--- config.mk ---
export PLATFORM = sky130hd
export DESIGN_NAME = adxl_spi_responder
export DESIGN_NICKNAME = d
export VERILOG_FILES = /design/src/rtl/adxl_spi_responder.sv
export SDC_FILE = /design/constraint.sdc
export NUM_CORES = 1
export LEC_CHECK = 0
export CORE_ASPECT_RATIO = 0.7
export CORE_MARGIN = 5
export CORE_UTILIZATION = 57
export DETAILED_ROUTE_END_ITERATION = 10
export PLACE_DENSITY = 0.77
export SETUP_SLACK_MARGIN = 0.4
export SLEW_MARGIN = 30
export SYNTH_ARGS = -nofsm -noshare
export SYNTH_HDL_FRONTEND = slang
export SYNTH_SLANG_ARGS = --single-unit
export TNS_END_PERCENT = 30
--- constraint.sdc ---
create_clock -name clk -period 2.86 [get_ports clk]
set_input_delay 0.429 -clock clk [delete_from_list [all_inputs] [get_ports clk]]
set_output_delay 0.429 -clock clk [all_outputs]
set_load 0.005 [all_outputs]
--- src/rtl/adxl_spi_responder.sv ---
`default_nettype none
// ---------------------------------------------------------------------------
// adxl_spi_responder : ADXL362 register-interface emulator (SPI mode 0 slave, oversampled), rev 1.0
// Define ADXL_RESP_STATUS_EN to add the STATUS register at 0x0B (bit0 = DATA_READY).
// ---------------------------------------------------------------------------
module adxl_spi_responder #(
    parameter int unsigned SYNC_STAGES = 2,
    parameter logic [7:0]  DEVID_AD    = 8'hAD,
    parameter logic [7:0]  DEVID_MST   = 8'h1D,
    parameter logic [7:0]  PART_ID     = 8'hF2
) (
    input  logic       clk,
    input  logic       arst_n,
    input  logic       sclk,
    input  logic       csn_n,
    input  logic       mosi,
    output logic       miso,
    output logic       miso_oe,
    input  logic       sample_valid,
    input  logic [7:0] sample_x,
    input  logic [7:0] sample_y,
    input  logic [7:0] sample_z,
    output logic [7:0] power_ctl,
    output logic [7:0] filter_ctl,
    output logic       wr_strobe,
    output logic [5:0] wr_addr,
    output logic [7:0] wr_data
);

    typedef enum logic [2:0] {
        ST_IDLE,
        ST_CMD,
        ST_ADDR,
        ST_RD_DATA,
        ST_WR_DATA,
        ST_IGNORE
    } state_t;

    localparam logic [7:0] c_cmd_read    = 8'h0B;
    localparam logic [7:0] c_cmd_write   = 8'h0A;
    localparam logic [5:0] c_addr_x      = 6'h08;
    localparam logic [5:0] c_addr_filter = 6'h2C;
    localparam logic [5:0] c_addr_power  = 6'h2D;

    logic [SYNC_STAGES-1:0] sclk_sync_q, sclk_sync_d;
    logic [SYNC_STAGES-1:0] csn_sync_q,  csn_sync_d;
    logic [SYNC_STAGES-1:0] mosi_sync_q, mosi_sync_d;
    logic                   sclk_prev_q, sclk_prev_d;
    logic                   csn_prev_q,  csn_prev_d;

    state_t     state_q,     state_d;
    logic [2:0] bit_cnt_q,   bit_cnt_d;
    logic [6:0] rx_q,        rx_d;
    logic [7:0] tx_q,        tx_d;
    logic [5:0] addr_q,      addr_d;
    logic       is_read_q,   is_read_d;
    logic       miso_q,      miso_d;
    logic       miso_oe_q,   miso_oe_d;
    logic       wr_strobe_q, wr_strobe_d;
    logic [5:0] wr_addr_q,   wr_addr_d;
    logic [7:0] wr_data_q,   wr_data_d;
    logic [7:0] power_q,     power_d;
    logic [7:0] filter_q,    filter_d;

    logic [7:0] shadow_x_q, shadow_x_d;
    logic [7:0] shadow_y_q, shadow_y_d;
    logic [7:0] shadow_z_q, shadow_z_d;
    logic [7:0] pend_x_q,   pend_x_d;
    logic [7:0] pend_y_q,   pend_y_d;
    logic [7:0] pend_z_q,   pend_z_d;
    logic       pend_valid_q, pend_valid_d;

    logic       sclk_s, csn_s, mosi_s;
    logic       sclk_rise, sclk_fall, csn_rise, csn_fall;
    logic       active, byte_end;
    logic [7:0] rx_byte;
    logic [5:0] rd_addr;
    logic [7:0] rd_data;
    logic [7:0] status_byte;

    always_comb begin
        sclk_sync_d = {sclk_sync_q[SYNC_STAGES-2:0], sclk};
        csn_sync_d  = {csn_sync_q[SYNC_STAGES-2:0],  csn_n};
        mosi_sync_d = {mosi_sync_q[SYNC_STAGES-2:0], mosi};
        sclk_prev_d = sclk_sync_q[SYNC_STAGES-1];
        csn_prev_d  = csn_sync_q[SYNC_STAGES-1];
    end

    assign sclk_s    = sclk_sync_q[SYNC_STAGES-1];
    assign csn_s     = csn_sync_q[SYNC_STAGES-1];
    assign mosi_s    = mosi_sync_q[SYNC_STAGES-1];
    assign sclk_rise = sclk_s & ~sclk_prev_q;
    assign sclk_fall = ~sclk_s & sclk_prev_q;
    assign csn_rise  = csn_s & ~csn_prev_q;
    assign csn_fall  = ~csn_s & csn_prev_q;

    assign active   = ~csn_s & (state_q != ST_IDLE);
    assign rx_byte  = {rx_q, mosi_s};
    assign byte_end = active & sclk_rise & (bit_cnt_q == 3'd7);

`ifdef ADXL_RESP_STATUS_EN
    logic data_ready_q, data_ready_d;
    logic status_clr, shadow_upd;

    assign status_clr = byte_end & (state_q == ST_RD_DATA) & (addr_q == c_addr_x);
    assign shadow_upd = (sample_valid & csn_s) | (csn_rise & pend_valid_q);

    // Set has priority so a fresh sample is never reported as stale.
    always_comb begin
        data_ready_d = data_ready_q;
        if (status_clr) data_ready_d = 1'b0;
        if (shadow_upd) data_ready_d = 1'b1;
    end

    always_ff @(posedge clk or negedge arst_n) begin
        if (!arst_n) data_ready_q <= 1'b0;
        else         data_ready_q <= data_ready_d;
    end

    assign status_byte = {7'd0, data_ready_q};
`else
    assign status_byte = 8'h00;
`endif

    // The address byte selects the first register; later bytes preload addr+1.
    always_comb begin
        rd_addr = (state_q == ST_ADDR) ? rx_byte[5:0] : addr_q + 6'd1;
        case (rd_addr)
            6'h00:         rd_data = DEVID_AD;
            6'h01:         rd_data = DEVID_MST;
            6'h02:         rd_data = PART_ID;
            6'h08:         rd_data = shadow_x_q;
            6'h09:         rd_data = shadow_y_q;
            6'h0A:         rd_data = shadow_z_q;
            6'h0B:         rd_data = status_byte;
            c_addr_filter: rd_data = filter_q;
            c_addr_power:  rd_data = power_q;
            default:       rd_data = 8'h00;
        endcase
    end

    always_comb begin
        state_d     = state_q;
        bit_cnt_d   = bit_cnt_q;
        rx_d        = rx_q;
        tx_d        = tx_q;
        addr_d      = addr_q;
        is_read_d   = is_read_q;
        miso_d      = miso_q;
        miso_oe_d   = miso_oe_q;
        wr_strobe_d = 1'b0;
        wr_addr_d   = wr_addr_q;
        wr_data_d   = wr_data_q;
        power_d     = power_q;
        filter_d    = filter_q;

        if (csn_rise) begin
            state_d   = ST_IDLE;
            bit_cnt_d = 3'd0;
            miso_d    = 1'b0;
            miso_oe_d = 1'b0;
        end else if (state_q == ST_IDLE) begin
            if (csn_fall) begin
                state_d   = ST_CMD;
                bit_cnt_d = 3'd0;
                rx_d      = 7'd0;
            end
        end else if (active) begin
            if (sclk_rise) begin
                rx_d      = rx_byte[6:0];
                bit_cnt_d = bit_cnt_q + 3'd1;
            end
            if (sclk_fall && (state_q == ST_RD_DATA)) begin
                miso_d    = tx_q[7];
                tx_d      = {tx_q[6:0], 1'b0};
                miso_oe_d = 1'b1;
            end
            if (byte_end) begin
                case (state_q)
                    ST_CMD: begin
                        if (rx_byte == c_cmd_read) begin
                            state_d   = ST_ADDR;
                            is_read_d = 1'b1;
                        end else if (rx_byte == c_cmd_write) begin
                            state_d   = ST_ADDR;
                            is_read_d = 1'b0;
                        end else begin
                            state_d   = ST_IGNORE;
                        end
                    end
                    ST_ADDR: begin
                        addr_d  = rx_byte[5:0];
                        tx_d    = rd_data;
                        state_d = is_read_q ? ST_RD_DATA : ST_WR_DATA;
                    end
                    ST_RD_DATA: begin
                        addr_d = addr_q + 6'd1;
                        tx_d   = rd_data;
                    end
                    ST_WR_DATA: begin
                        wr_strobe_d = 1'b1;
                        wr_addr_d   = addr_q;
                        wr_data_d   = rx_byte;
                        if (addr_q == c_addr_filter) filter_d = rx_byte;
                        if (addr_q == c_addr_power)  power_d  = rx_byte;
                        addr_d = addr_q + 6'd1;
                    end
                    default: ;
                endcase
            end
        end
    end

    // Samples arriving mid-transaction are parked so a burst never mixes two samples.
    always_comb begin
        shadow_x_d   = shadow_x_q;
        shadow_y_d   = shadow_y_q;
        shadow_z_d   = shadow_z_q;
        pend_x_d     = pend_x_q;
        pend_y_d     = pend_y_q;
        pend_z_d     = pend_z_q;
        pend_valid_d = pend_valid_q;

        if (sample_valid && csn_s) begin
            shadow_x_d   = sample_x;
            shadow_y_d   = sample_y;
            shadow_z_d   = sample_z;
            pend_valid_d = 1'b0;
        end else begin
            if (sample_valid) begin
                pend_x_d     = sample_x;
                pend_y_d     = sample_y;
                pend_z_d     = sample_z;
                pend_valid_d = 1'b1;
            end
            if (csn_rise && pend_valid_q) begin
                shadow_x_d   = pend_x_q;
                shadow_y_d   = pend_y_q;
                shadow_z_d   = pend_z_q;
                pend_valid_d = 1'b0;
            end
        end
    end

    always_ff @(posedge clk or negedge arst_n) begin
        if (!arst_n) begin
            sclk_sync_q  <= '0;
            csn_sync_q   <= '1;
            mosi_sync_q  <= '0;
            sclk_prev_q  <= 1'b0;
            csn_prev_q   <= 1'b1;
            state_q      <= ST_IDLE;
            bit_cnt_q    <= 3'd0;
            rx_q         <= 7'd0;
            tx_q         <= 8'h00;
            addr_q       <= 6'd0;
            is_read_q    <= 1'b0;
            miso_q       <= 1'b0;
            miso_oe_q    <= 1'b0;
            wr_strobe_q  <= 1'b0;
            wr_addr_q    <= 6'd0;
            wr_data_q    <= 8'h00;
            power_q      <= 8'h00;
            filter_q     <= 8'h13;
            shadow_x_q   <= 8'h00;
            shadow_y_q   <= 8'h00;
            shadow_z_q   <= 8'h00;
            pend_x_q     <= 8'h00;
            pend_y_q     <= 8'h00;
            pend_z_q     <= 8'h00;
            pend_valid_q <= 1'b0;
        end else begin
            sclk_sync_q  <= sclk_sync_d;
            csn_sync_q   <= csn_sync_d;
            mosi_sync_q  <= mosi_sync_d;
            sclk_prev_q  <= sclk_prev_d;
            csn_prev_q   <= csn_prev_d;
            state_q      <= state_d;
            bit_cnt_q    <= bit_cnt_d;
            rx_q         <= rx_d;
            tx_q         <= tx_d;
            addr_q       <= addr_d;
            is_read_q    <= is_read_d;
            miso_q       <= miso_d;
            miso_oe_q    <= miso_oe_d;
            wr_strobe_q  <= wr_strobe_d;
            wr_addr_q    <= wr_addr_d;
            wr_data_q    <= wr_data_d;
            power_q      <= power_d;
            filter_q     <= filter_d;
            shadow_x_q   <= shadow_x_d;
            shadow_y_q   <= shadow_y_d;
            shadow_z_q   <= shadow_z_d;
            pend_x_q     <= pend_x_d;
            pend_y_q     <= pend_y_d;
            pend_z_q     <= pend_z_d;
            pend_valid_q <= pend_valid_d;
        end
    end

    assign miso       = miso_q;
    assign miso_oe    = miso_oe_q;
    assign wr_strobe  = wr_strobe_q;
    assign wr_addr    = wr_addr_q;
    assign wr_data    = wr_data_q;
    assign power_ctl  = power_q;
    assign filter_ctl = filter_q;

endmodule
`default_nettype wire

==> reports/results.ini <==
[logic_synthesis]
yosysSeqAreaShare_pct=51.65
syn_area_per_cell_sq_um=10.58
ys_types=65
synthFlopType=dfrtp_1
netlist_area_sq_um=5732
synth_top_area_share_pct=48.90
syn-instance-count=542
yosys-top-cells-area=dfrtp_1 49%, mux2_2 9.8%, nand2_1 5.1%
yosysTopAreaCell=dfrtp_1
ys_seq_elements=118
synth_enable_flop_cells=0
yosysWarnings=0
synth_nets=579
synthArstFlopShare_pct=100.0

[timing]
tns_ps=0
slew_headroom_pct=52.94
period_needed_ps=2382
fin_hold_ws_ps=359.5
fmax_mhz=419.8
setup_violations=0
clock_skew_ps=7.844
worst_pin_slew_ps=706.0
hold_violations=0
report.final.slew_viol_count=0
post-route-period-util_pct=83.29
rsz0062_at_grt=yes

[critical_path]
cp_max_fo=11
criticalPathCategory=reg -> reg
crit_required_ps=3150
start_kind=flop
worstPathArrival_ps=2670
cp-end-kind=flop
worstSetupStartpoint=bit_cnt_q[0]
r2r_start=bit_cnt_q[0]

[clocking]
tritoncts=built
insertion_delay_ps=420
htreeDepth=4
clk_pin_slew_ps=50
numCtsBuffers=17
clock_sinks=118
cts_root_buf=clkbuf_16
cts_buffer_depth=2

[floorplan]
die_area_sq_um=12190
io_pins=63
fp.coreArea_sq_um=9759
dieWidth_um=129.9
die_height_um=93.90
initial_utilization_pct=58.73
rows=30

[grt]
grt-ovfl-total=0
first_global_vias=4623
grt_antenna_before_repair=0
grt_pass1_wl_um=24610
grt_use_total_pct=26.32
grt_max_degree=57

[route]
num_vias=4646
remaining_drc_errors=0
vias_per_cell=6.170
drt.antenna.violating_nets=0
first_iter_violations=449
wl_per_cell_um=19.98
wirelength_um=15050
first_pass_iters=7

[hold_path]
hold_class=reg -> reg
hp-start=csn_sync_q[0]

[placed_design]
gp_congestion=0.9114
dp_hpwl_um=10200
port_buffers=62

[power_and_ir_drop]
power.density_nw_per_um2=702.9
finalPower_w=0.005066
ir_drop_uv=682.7
p_leak_nw=3.281

[outcome]
run_status=finished clean

[finish]
diodes=0
area_growth_pct=25.74
drive_above_1_share_pct=21.12
multiInputGateArea_sq_um=2610
nets=650
regArea_sq_um=2964
utilization_pct=73.85
nFillCells=704

[job]
max-cap-violations=0

-- logic make-up (layout without fill, tap and decap cells) --
logic type	after synthesis	after routing	synth area share (%)
adders and majority gates	7	7	1.528
and+or+nand+nor	158	158	13.75
xor gates and xnor gates	5	5	0.7642
DFF	118	118	51.65
buffers and inverters	47	130	3.362
muxes	79	79	14.89
AOI/OAI and AO/OA	128	128	14.06
-- power by group --
part	switching (W)	internal (W)	total, W
Sequential	0.000188	0.00187	0.00205
Combinational	0.000495	0.000358	0.000852
Clock	0.000734	0.00143	0.00216
Total	0.00142	0.00365	0.00507
-- layer usage --
layer | wire (um) | GRT usage, % | share of wire, % | up-vias
met5 | 0 | 0 | 0 | -
met4 | 182 | 7.699 | 1.2 | 0
met3 | 1216 | 6.193 | 8.1 | 22
met2 | 6825 | 40.05 | 45 | 196
met1 | 6821 | 37.79 | 45 | 2319
li1 | - | - | - | 2109
-- per-stage QoR --
stage	instance area [sq um]	instances	setup slack (ps)
after CTS	7141	749	439.6
after global placement	6528	717	445.6
final	7207	753	477.9
after floorplan	5732	542	674.8
after detailed placement	6528	717	352.2
after global routing	7207	753	359.8
-- final timing paths --
| kind | endpoint | cells after the start | slack (ps) |
|---|---|---|---|
| max | power_ctl[1] | 10 | 480 |
| min | csn_sync_q[1] | 0 | 360 |
| max reg2reg | power_ctl[1] | 10 | 480 |
| min reg2reg | csn_sync_q[1] | 0 | 360 |
| max in group asynchronous | shadow_z_q[1] | 3 | 1600 |
| min in group asynchronous | sclk_sync_q[0] | 2 | 520 |
-- area by class of cell --
class / instances / share of cell area [%]
flip-flops and latches: 118 / 41.13
multi-input cells: 377 / 36.22
repair buffers: 87 / 11.39
clock buffers: 22 / 6.580
well taps: 128 / 2.222
clock inverters: 9 / 1.736
inverters: 12 / 0.7292
-- synthesized netlist by cell type (4+ instances only) --
| cell type | instances |
|---|---|
| a211oi_1 | 8 |
| a21oi_1 | 26 |
| a22oi_1 | 5 |
| a31oi_1 | 6 |
| buf_2 | 10 |
| clkbuf_1 | 21 |
| dfrtp_1 | 112 |
| dfstp_2 | 6 |
| ha_1 | 7 |
| inv_1 | 11 |
| mux2_2 | 50 |
| mux2i_1 | 29 |
| nand2_1 | 78 |
| nand3_1 | 16 |
| nor2_1 | 19 |
| nor3_1 | 6 |
| o21a_1 | 4 |
| o21ai_0 | 42 |
| o221ai_1 | 4 |
| o22ai_1 | 8 |
-- critical path: stages, from the launching register on --
cell      delay (ps)
dfrtp_1          360
ha_1             150
ha_1             130
and4bb_2         310
and3_4           240
nand3_4          120
inv_8            120
nand2_1          110
nor3_4           280
nand2_4          140
mux2_2           300
-- layout by cell type, fill, tap and decap left out, types with 8 or more instances in the layout --
cell type          n
mux2i_1           29
a21oi_1           26
clkbuf_16         17
inv_1             11
o22ai_1            8
dfrtp_1          109
buf_4             24
nand3_1           16
nor2_1            19
mux2_2            50
a211oi_1           8
nand2_1           78
clkdlybuf4s50_1   61
o21ai_0           42
-- flip-flops by register name, indices dropped and copies added (netlist names), 2 cells and up --
signal,count
mosi_sync_q,2
state_q,3
rx_q,7
tx_q,8
wr_addr,6
addr_q,6
wr_data,8
pend_x_q,8
shadow_x_q,8
csn_sync_q,2
sclk_sync_q,2
bit_cnt_q,3
shadow_z_q,8
pend_z_q,8
power_ctl,8
filter_ctl,8
shadow_y_q,8
pend_y_q,8
-- what timing repair did --
| action | CTS | global route |
|---|---|---|
| endpoints found under the hold margin | 3 | 0 |
| setup buffers | 0 | 4 |
| resized for setup | 2 | 11 |
| endpoints found under the setup margin | 16 | 24 |
| pin swaps | 0 | 4 |
| hold buffers | 1 | 0 |
(Power assumes the default switching activity.)
